$ cat src/rtl/mips_bus_arbiter.sv
// Two-master Avalon arbiter: instruction fetch and data port share one memory bus.
// Round-robin on contention, direct handover on completion, sticky stall-timeout flag.
module mips_bus_arbiter #(
    parameter int unsigned TIMEOUT_CYCLES = 255
) (
    input  logic        clk,
    input  logic        reset,
    input  logic [31:0] i_address,
    input  logic        i_read,
    output logic        i_waitrequest,
    output logic [31:0] i_readdata,
    input  logic [31:0] d_address,
    input  logic        d_read,
    input  logic        d_write,
    input  logic [31:0] d_writedata,
    input  logic [3:0]  d_byteenable,
    output logic        d_waitrequest,
    output logic [31:0] d_readdata,
    output logic [31:0] address,
    output logic        read,
    output logic        write,
    output logic [31:0] writedata,
    output logic [3:0]  byteenable,
    input  logic        waitrequest,
    input  logic [31:0] readdata,
    output logic [1:0]  grant,
    output logic        timeout
);

    typedef enum logic [1:0] {
        IDLE    = 2'b00,
        GRANT_I = 2'b01,
        GRANT_D = 2'b10
    } state_t;

    localparam logic [15:0] TIMEOUT_LIMIT = 16'(TIMEOUT_CYCLES);

    state_t      state_r;
    state_t      state_s;
    logic        last_data_r;
    logic [15:0] stall_cnt_r;
    logic [15:0] stall_cnt_inc_s;
    logic        timeout_r;
    logic        i_req_s;
    logic        d_req_s;
    logic        owner_req_s;
    logic        entry_s;
    logic        stall_s;

    assign i_req_s         = i_read;
    assign d_req_s         = d_read | d_write;
    assign owner_req_s     = ((state_r == GRANT_I) && i_req_s) || ((state_r == GRANT_D) && d_req_s);
    assign entry_s         = (state_s != state_r) && (state_s != IDLE);
    assign stall_s         = owner_req_s && waitrequest;
    assign stall_cnt_inc_s = (stall_cnt_r == 16'hFFFF) ? stall_cnt_r : (stall_cnt_r + 16'd1);
    assign i_readdata      = readdata;
    assign d_readdata      = readdata;
    assign timeout         = timeout_r;

    // Next-state: round-robin from idle, handover only on a completing edge.
    always_comb begin
        state_s = state_r;
        case (state_r)
            IDLE: begin
                if (d_req_s && (!i_req_s || !last_data_r)) begin
                    state_s = GRANT_D;
                end else if (i_req_s) begin
                    state_s = GRANT_I;
                end else begin
                    state_s = IDLE;
                end
            end
            GRANT_I: begin
                if (!i_req_s) begin
                    state_s = IDLE;
                end else if (!waitrequest) begin
                    state_s = d_req_s ? GRANT_D : IDLE;
                end else begin
                    state_s = GRANT_I;
                end
            end
            GRANT_D: begin
                if (!d_req_s) begin
                    state_s = IDLE;
                end else if (!waitrequest) begin
                    state_s = i_req_s ? GRANT_I : IDLE;
                end else begin
                    state_s = GRANT_D;
                end
            end
            default: state_s = IDLE;
        endcase
    end

    // State register; async reset forces IDLE so bus strobes drop immediately.
    always_ff @(posedge clk or negedge reset) begin
        if (!reset) begin
            state_r <= IDLE;
        end else begin
            state_r <= state_s;
        end
    end

    // Round-robin pointer: remembers whether data owned the most recent grant.
    always_ff @(posedge clk or negedge reset) begin
        if (!reset) begin
            last_data_r <= 1'b0;
        end else if (entry_s) begin
            last_data_r <= (state_s == GRANT_D);
        end else begin
            last_data_r <= last_data_r;
        end
    end

    // Stall counter restarts on each grant entry and saturates.
    always_ff @(posedge clk or negedge reset) begin
        if (!reset) begin
            stall_cnt_r <= 16'd0;
        end else if (entry_s) begin
            stall_cnt_r <= 16'd0;
        end else if (stall_s) begin
            stall_cnt_r <= stall_cnt_inc_s;
        end else begin
            stall_cnt_r <= stall_cnt_r;
        end
    end

    // Sticky timeout flag; the stalled grant itself is left running.
    always_ff @(posedge clk or negedge reset) begin
        if (!reset) begin
            timeout_r <= 1'b0;
        end else if (stall_s && (stall_cnt_inc_s >= TIMEOUT_LIMIT)) begin
            timeout_r <= 1'b1;
        end else begin
            timeout_r <= timeout_r;
        end
    end

    // Bus mux and grant decode from the registered owner.
    always_comb begin
        address       = 32'h0;
        read          = 1'b0;
        write         = 1'b0;
        writedata     = 32'h0;
        byteenable    = 4'h0;
        i_waitrequest = 1'b1;
        d_waitrequest = 1'b1;
        grant         = 2'b00;
        case (state_r)
            GRANT_I: begin
                address       = i_address;
                read          = i_read;
                byteenable    = 4'hF;
                i_waitrequest = waitrequest;
                grant         = 2'b01;
            end
            GRANT_D: begin
                address       = d_address;
                read          = d_read & ~d_write;
                write         = d_write;
                writedata     = d_writedata;
                byteenable    = d_byteenable;
                d_waitrequest = waitrequest;
                grant         = 2'b10;
            end
            IDLE:    grant = 2'b00;
            default: grant = 2'b00;
        endcase
    end

endmodule

$ cat config.mk
export PLATFORM = sky130hd
export DESIGN_NAME = mips_bus_arbiter
export DESIGN_NICKNAME = d
export VERILOG_FILES = /design/src/rtl/mips_bus_arbiter.sv
export SDC_FILE = /design/constraint.sdc
export NUM_CORES = 1
export LEC_CHECK = 0
export CAP_MARGIN = 5
export CORE_AREA = 2 2 109 111
export DETAILED_ROUTE_END_ITERATION = 16
export DIE_AREA = 0 0 111 113
export PLACE_DENSITY = 0.69
export SETUP_SLACK_MARGIN = 0.1
export SLEW_MARGIN = 20
export SYNTH_ARGS = -nofsm -noshare
export SYNTH_HDL_FRONTEND = slang
export SYNTH_SLANG_ARGS = --single-unit
$ cat constraint.sdc
create_clock -name clk -period 3.05 [get_ports clk]
set_input_delay 0.61 -clock clk [delete_from_list [all_inputs] [get_ports clk]]
set_output_delay 0.61 -clock clk [all_outputs]
set_load 0.005 [all_outputs]
==> flow_metrics.tcl, run 1 <==
set metrics [dict create \
    outcome "finished, final reports clean" \
    end_kind "output port" \
    num_vias 3036 \
    seq_area_frac_synth_pct 17.9 \
    fp.dieH_um 113 \
    ys_ff_latch 20 \
    synth_flop_cell "dfrtp_1" \
    hp-class "reg2reg" \
    hold_buffers 0 \
    period_share_pct 91.5 \
    fp.dieW_um 111 \
    maxSlewHeadroom_pct 38.9 \
    setup_violations 0 \
    drt_wl_total_um 10400 \
    ant_nets 0 \
    root_buffer "clkbuf_16" \
    reg2reg_slack_ps 490 \
    fmax_mhz 358 \
    synth_warnings 0 \
    reg2reg_from "stall_cnt_r[0]$_DFFE_PN0P_" \
    netlist_area_mm2 0.00279 \
    final.min_clock_period_ps 2790 \
    drv_slew 0 \
    fin_nets 616 \
    gp_congestion 0.881 \
    cellLeakagePower_uw 0.00157 \
    vdd.ir_drop.worst_mv 0.336 \
    yosysUniqueCellTypes 50 \
    cts.clk_slew.worst_paths_ps 50 \
    die_area_mm2 0.0125 \
    ctsResizeCount 0 \
    fin_tns_setup_ps 0 \
    synthCells 369 \
    drtIter0Drc 360 \
    first_global_vias 2814 \
    synth_edf_count 0 \
    dp_slack_ps 439 \
    core_mm2 0.0113 \
    grt_usage_pct 15.5 \
    htreeDepth 1 \
    syn-num-nets 513 \
    dr.pass1.iters 5 \
    via_per_inst 4.94 \
    layout_commonest_cell "clkdlybuf4s50_1" \
    insertion_delay_ps 260 \
    io_buffers 180 \
    hold_path.startpoint "timeout$_DFFE_PN0P_" \
    initial_utilization_pct 24.8 \
    drc 0 \
    critical_path.startpoint "state_r[1]$_DFF_PN0_" \
    grt_antenna_before_repair 0 \
    grt_first_pass_wirelength_um 15800 \
    cts_inserted_buffers 3 \
    wl_per_cell_um 16.9 \
    cts_tree "done" \
    io_pins 277 \
    synthArstFlopShare_pct 100 \
    skew_ps 1.35 \
    maxCapViolations 0 \
    path_class "reg2out" \
    tightest_slew_ps 913 \
    area_growth_syn_to_layout_pct 55.9 \
    diodes 0 \
    seqCellArea_um2 500 \
    post-dp-hpwl_um 8240 \
    worstPathArrival_ps 2180 \
    cp-start-kind "flop" \
    post-cts-setup-buffers 0 \
    finalPower_uw 2570 \
    cp_max_fo 36 \
    fp-row-count 39 \
    grt_setup_unrepaired "no" \
    final_cell_mix "clkdlybuf4s50_1 (180), nor2b_1 (36), and2_1 (36)" \
    multi_input_area_mm2 0.00169 \
    fin_hold_ws_ps 620 \
    fill_cells 1145 \
    setup_ws_ps 260 \
    drive_gt1_share_pct 4.25 \
    finalHoldViolCount 0 \
    grt_max_degree 75 \
    clock_sinks 20 \
    cellPowerDensity_mw_per_mm2 590 \
    syn_area_per_cell_um2 7.57 \
    grt_overflow_total 0 \
    clockBufferDepth 2 \
    required_ps 2440 \
]
-- layout make-up --
| type | count | area share, % |
|---|---|---|
| Clock buffer | 4 | 2.04 |
| Sequential cell | 20 | 11.5 |
| Inverter | 6 | 0.517 |
| Multi-Input combinational cell | 254 | 38.7 |
| Tap cell | 143 | 4.11 |
| Timing Repair Buffer | 187 | 43.1 |
-- Yosys cell counts (3+ instances only) --
master / count / area [um^2]
nor3_1: 18 / 90.1
nor4_1: 5 / 31.3
nor3b_1: 3 / 22.5
o2111ai_1: 3 / 26.3
a221oi_1: 4 / 35.0
and2_1: 36 / 225
a21oi_1: 9 / 45.0
buf_4: 64 / 480
buf_1: 4 / 15.0
inv_1: 6 / 22.5
a22oi_1: 32 / 240
nand2b_1: 3 / 18.8
nand2_1: 15 / 56.3
nor2_1: 10 / 37.5
nand3_1: 8 / 40.0
dfrtp_1: 20 / 500
nand4_1: 4 / 25.0
a211oi_1: 3 / 22.5
clkbuf_1: 16 / 60.1
o211ai_1: 4 / 30.0
xor2_1: 8 / 70.1
buf_2: 4 / 20.0
nand3b_1: 3 / 22.5
and3_1: 3 / 18.8
ha_1: 6 / 75.1
o21ai_0: 9 / 45.0
nor2b_1: 36 / 225
mux2i_1: 6 / 60.1
-- state kept, by name (all words and copies together), names as in the netlist --
| register | cells |
|---|---|
| state_r | 2 |
| stall_cnt_r | 16 |
| last_data_r | 1 |
| timeout | 1 |
-- metal layers --
metal / vias to the layer above / wire length [um] / track usage, %
li1: 1444 / - / -
met1: 1420 / 4740 / 21.7
met2: 162 / 4660 / 24.9
met3: 10 / 892 / 3.80
met4: 0 / 74 / 2.42
met5: - / 0 / 0
-- power breakdown --
group	total (uW)	switching (uW)	internal [uW]
Sequential	331	38.7	292
Combinational	1940	820	1120
Clock	298	97.6	200
-- logic make-up (layout without fill, tap and decap cells) --
logic type / after synthesis / count (layout) / share of synthesized area (%)
fa+ha+maj: 6 / 6 / 2.69
mux: 7 / 7 / 2.55
compound gates: 78 / 78 / 19.7
xor+xnor: 10 / 10 / 3.14
flops: 20 / 20 / 17.9
buf+inv: 95 / 197 / 21.8
simple gates: 153 / 153 / 32.2
-- final timing paths --
kind	end	depth (start not counted)
max	address[27]	6
min	timeout$_DFFE_PN0P_	2
max reg2reg	timeout$_DFFE_PN0P_	6
min reg2reg	timeout$_DFFE_PN0P_	2
max in group asynchronous	stall_cnt_r[12]$_DFFE_PN0P_	1
min in group asynchronous	stall_cnt_r[9]$_DFFE_PN0P_	1
-- metrics by stage --
stage               std cells  cell area, um^2  utilization [%]
floorplan                 369             2790                -
finish                    614             4360             38.7
global route              614             4360             38.7
detailed placement        610             4270             37.9
global placement          610             4270             37.9
CTS                       614             4360             38.7
-- worst max-delay path, cell delays in order (launching register included) --
cell and delay, ps:
dfrtp_1 450, inv_1 130, ha_1 330, buf_12 230
a22oi_1 110, nor2b_1 130, clkdlybuf4s50_1 520
Note: power is estimated with default switching activity, not from simulation.
==> run 2, diff against run 1 <==
--- a/config.mk
+++ b/config.mk
@@ -9,6 +9,7 @@
 export CORE_AREA = 2 2 109 111
 export DETAILED_ROUTE_END_ITERATION = 16
 export DIE_AREA = 0 0 111 113
+export GPL_ROUTABILITY_DRIVEN = 0
 export PLACE_DENSITY = 0.69
 export SETUP_SLACK_MARGIN = 0.1
 export SLEW_MARGIN = 20
==> flow_metrics.tcl, run 2 (synthesis gave the netlist of run 1 again) <==
set metrics [dict create \
    cts_tree "done" \
    cellPowerDensity_mw_per_mm2 595 \
    finalHoldViolCount 0 \
    cts.clk_slew.worst_paths_ps 50 \
    fp.dieW_um 111 \
    top_regs "stall_cnt_r (16), state_r (2)" \
    path_cells "inv_2 -> ha_2 -> buf_12 -> nand2_1 -> o21ai_0 -> and2_1 -> clkdlybuf4s50_1" \
    power_frac_clock_pct 10.5 \
    r2r_cells 6 \
    diodes 0 \
    outcome "finished, final reports clean" \
    largest_reg_flops 16 \
    reg2reg_slack_ps 560 \
    cp-endpoint "read" \
    power_switching_uw 979 \
    post-cts-setup-buffers 0 \
    dp_slack_ps 369 \
    regMostFlops "stall_cnt_r" \
    setup_violations 0 \
    drive_gt1_share_pct 4.26 \
    final.min_clock_period_ps 2780 \
    clock_sinks 20 \
    grt_busiest_layer "met2" \
    cp_max_fo 37 \
    fin_util_pct 38.7 \
    grtUsageMet1_pct 21.5 \
    core_mm2 0.0113 \
    first_global_vias 2833 \
    vdd.ir_drop.worst_mv 0.332 \
    drtIter0Drc 285 \
    die_area_mm2 0.0125 \
    grt_setup_unrepaired "no" \
    cellLeakagePower_uw 0.00157 \
    fin_hold_ws_ps 588 \
    num_vias 3012 \
    initial_utilization_pct 24.8 \
    period_share_pct 91.2 \
    tightest_slew_ps 920 \
    post-dp-hpwl_um 8320 \
    dr.pass1.iters 4 \
    swShare_pct 37.7 \
    hp-class "reg2reg" \
    drc 0 \
    combPwrFrac_pct 76.7 \
    cts_inserted_buffers 3 \
    insertion_delay_ps 260 \
    dp_cells 609 \
    final_cell_count_no_fill 613 \
    pwr-share-seq_pct 12.8 \
    end_kind "output port" \
    clockBufferDepth 2 \
    critical_path.startpoint "state_r[0]$_DFF_PN0_" \
    io_pins 277 \
    seqCellArea_um2 500 \
    crit_slowest_cell "clkdlybuf4s50_1" \
    via_per_inst 4.91 \
    grt_usage_pct 15.7 \
    grt_max_degree 75 \
    io_buffers 180 \
    layout_commonest_cell "clkdlybuf4s50_1" \
    final_cell_mix "clkdlybuf4s50_1 (180), nor2b_1 (36), and2_1 (36)" \
    skew_ps 1.70 \
    worstPathArrival_ps 2170 \
    cp-start-kind "flop" \
    met2_usage_pct 24.6 \
    critPathMaxStageDelay_ps 500 \
    fmax_mhz 360 \
    drv_slew 0 \
    root_buffer "clkbuf_16" \
    grt_antenna_before_repair 0 \
    fill_cells 1155 \
    maxCapViolations 0 \
    fin_tns_setup_ps 0 \
    grt_overflow_total 0 \
    cp.depth 7 \
    maxSlewHeadroom_pct 38.5 \
    htreeDepth 1 \
    fin_nets 616 \
    setup_ws_ps 269 \
    r2r_end "timeout$_DFFE_PN0P_" \
    use_met3_pct 4.39 \
    critPathBufInv 3 \
    fp-row-count 39 \
    path_class "reg2out" \
    area_growth_syn_to_layout_pct 56.1 \
    grt_first_pass_wirelength_um 15900 \
    intPower_uw 1620 \
    required_ps 2440 \
    crit_family "buffers and inverters" \
    wl_per_cell_um 17.3 \
    drt_wl_total_um 10600 \
    multi_input_area_mm2 0.00169 \
    ant_nets 0 \
    reg2reg_from "stall_cnt_r[0]$_DFFE_PN0P_" \
    fp.dieH_um 113 \
]
run 2: changes by cell type in the layout (fill, tap and decap cells not counted), sizes merged:
cell and change:
buf -1
run 2: timing repair:
item / 4_1_cts / 5_1_grt
resized for setup: 0 / 1
hold buffers: 0 / 0
setup endpoints to repair: 0 / 1
run 2: stage by stage:
stage	instance area, um^2	total power [uW]
after floorplan	2790	1330
after CTS	4340	2550
after detailed placement	4260	2270
final	4360	2600
after global routing	4360	2780
after global placement	4260	2240
run 2: how the worst min path moves through the flow:
| stage | startpoint | end | slack (ps) | cells after the start |
|---|---|---|---|---|
| global route | timeout$_DFFE_PN0P_ | timeout$_DFFE_PN0P_ | 630 | 2 |
| global placement | timeout$_DFFE_PN0P_ | timeout$_DFFE_PN0P_ | 580 | 2 |
| finish | timeout$_DFFE_PN0P_ | timeout$_DFFE_PN0P_ | 590 | 2 |
| floorplan | reset | last_data_r$_DFFE_PN0P_ | 310 | 0 |
| CTS | timeout$_DFFE_PN0P_ | timeout$_DFFE_PN0P_ | 590 | 2 |
| detailed placement | timeout$_DFFE_PN0P_ | timeout$_DFFE_PN0P_ | 580 | 2 |
run 2: worst register-to-register path: cells and delay by family (launching register included):
kind | cells | cell delay, ps
AO/OA/AOI/OAI | 2 | 330
buffers and inverters | 1 | 180
flip-flops | 1 | 470
AND/OR/NAND/NOR | 2 | 990
adder cells (fa/ha/maj) | 1 | 390
run 2: layout make-up:
| class | count | area share (%) |
|---|---|---|
| clock buffers | 3 | 1.72 |
| inverters | 6 | 0.516 |
| multi-input cells | 254 | 38.7 |
| flip-flops and latches | 20 | 11.5 |
| well taps | 143 | 4.10 |
| repair buffers | 187 | 43.5 |
run 2: metal layers:
metal	part of all wire [%]	up-vias	wire length [um]
met1	45	1406	4750
li1	-	1444	-
met4	1.4	0	145
met2	45	149	4770
met5	0	-	0
met3	8.8	13	932
run 2: power groups by stage:
stage | Combinational, uW | Sequential, uW | Clock, uW
finish | 1990 | 333 | 272
global route | 2150 | 338 | 291
CTS | 1940 | 331 | 276
detailed placement | 1930 | 335 | 0
global placement | 1910 | 334 | 0
floorplan | 1010 | 325 | 0
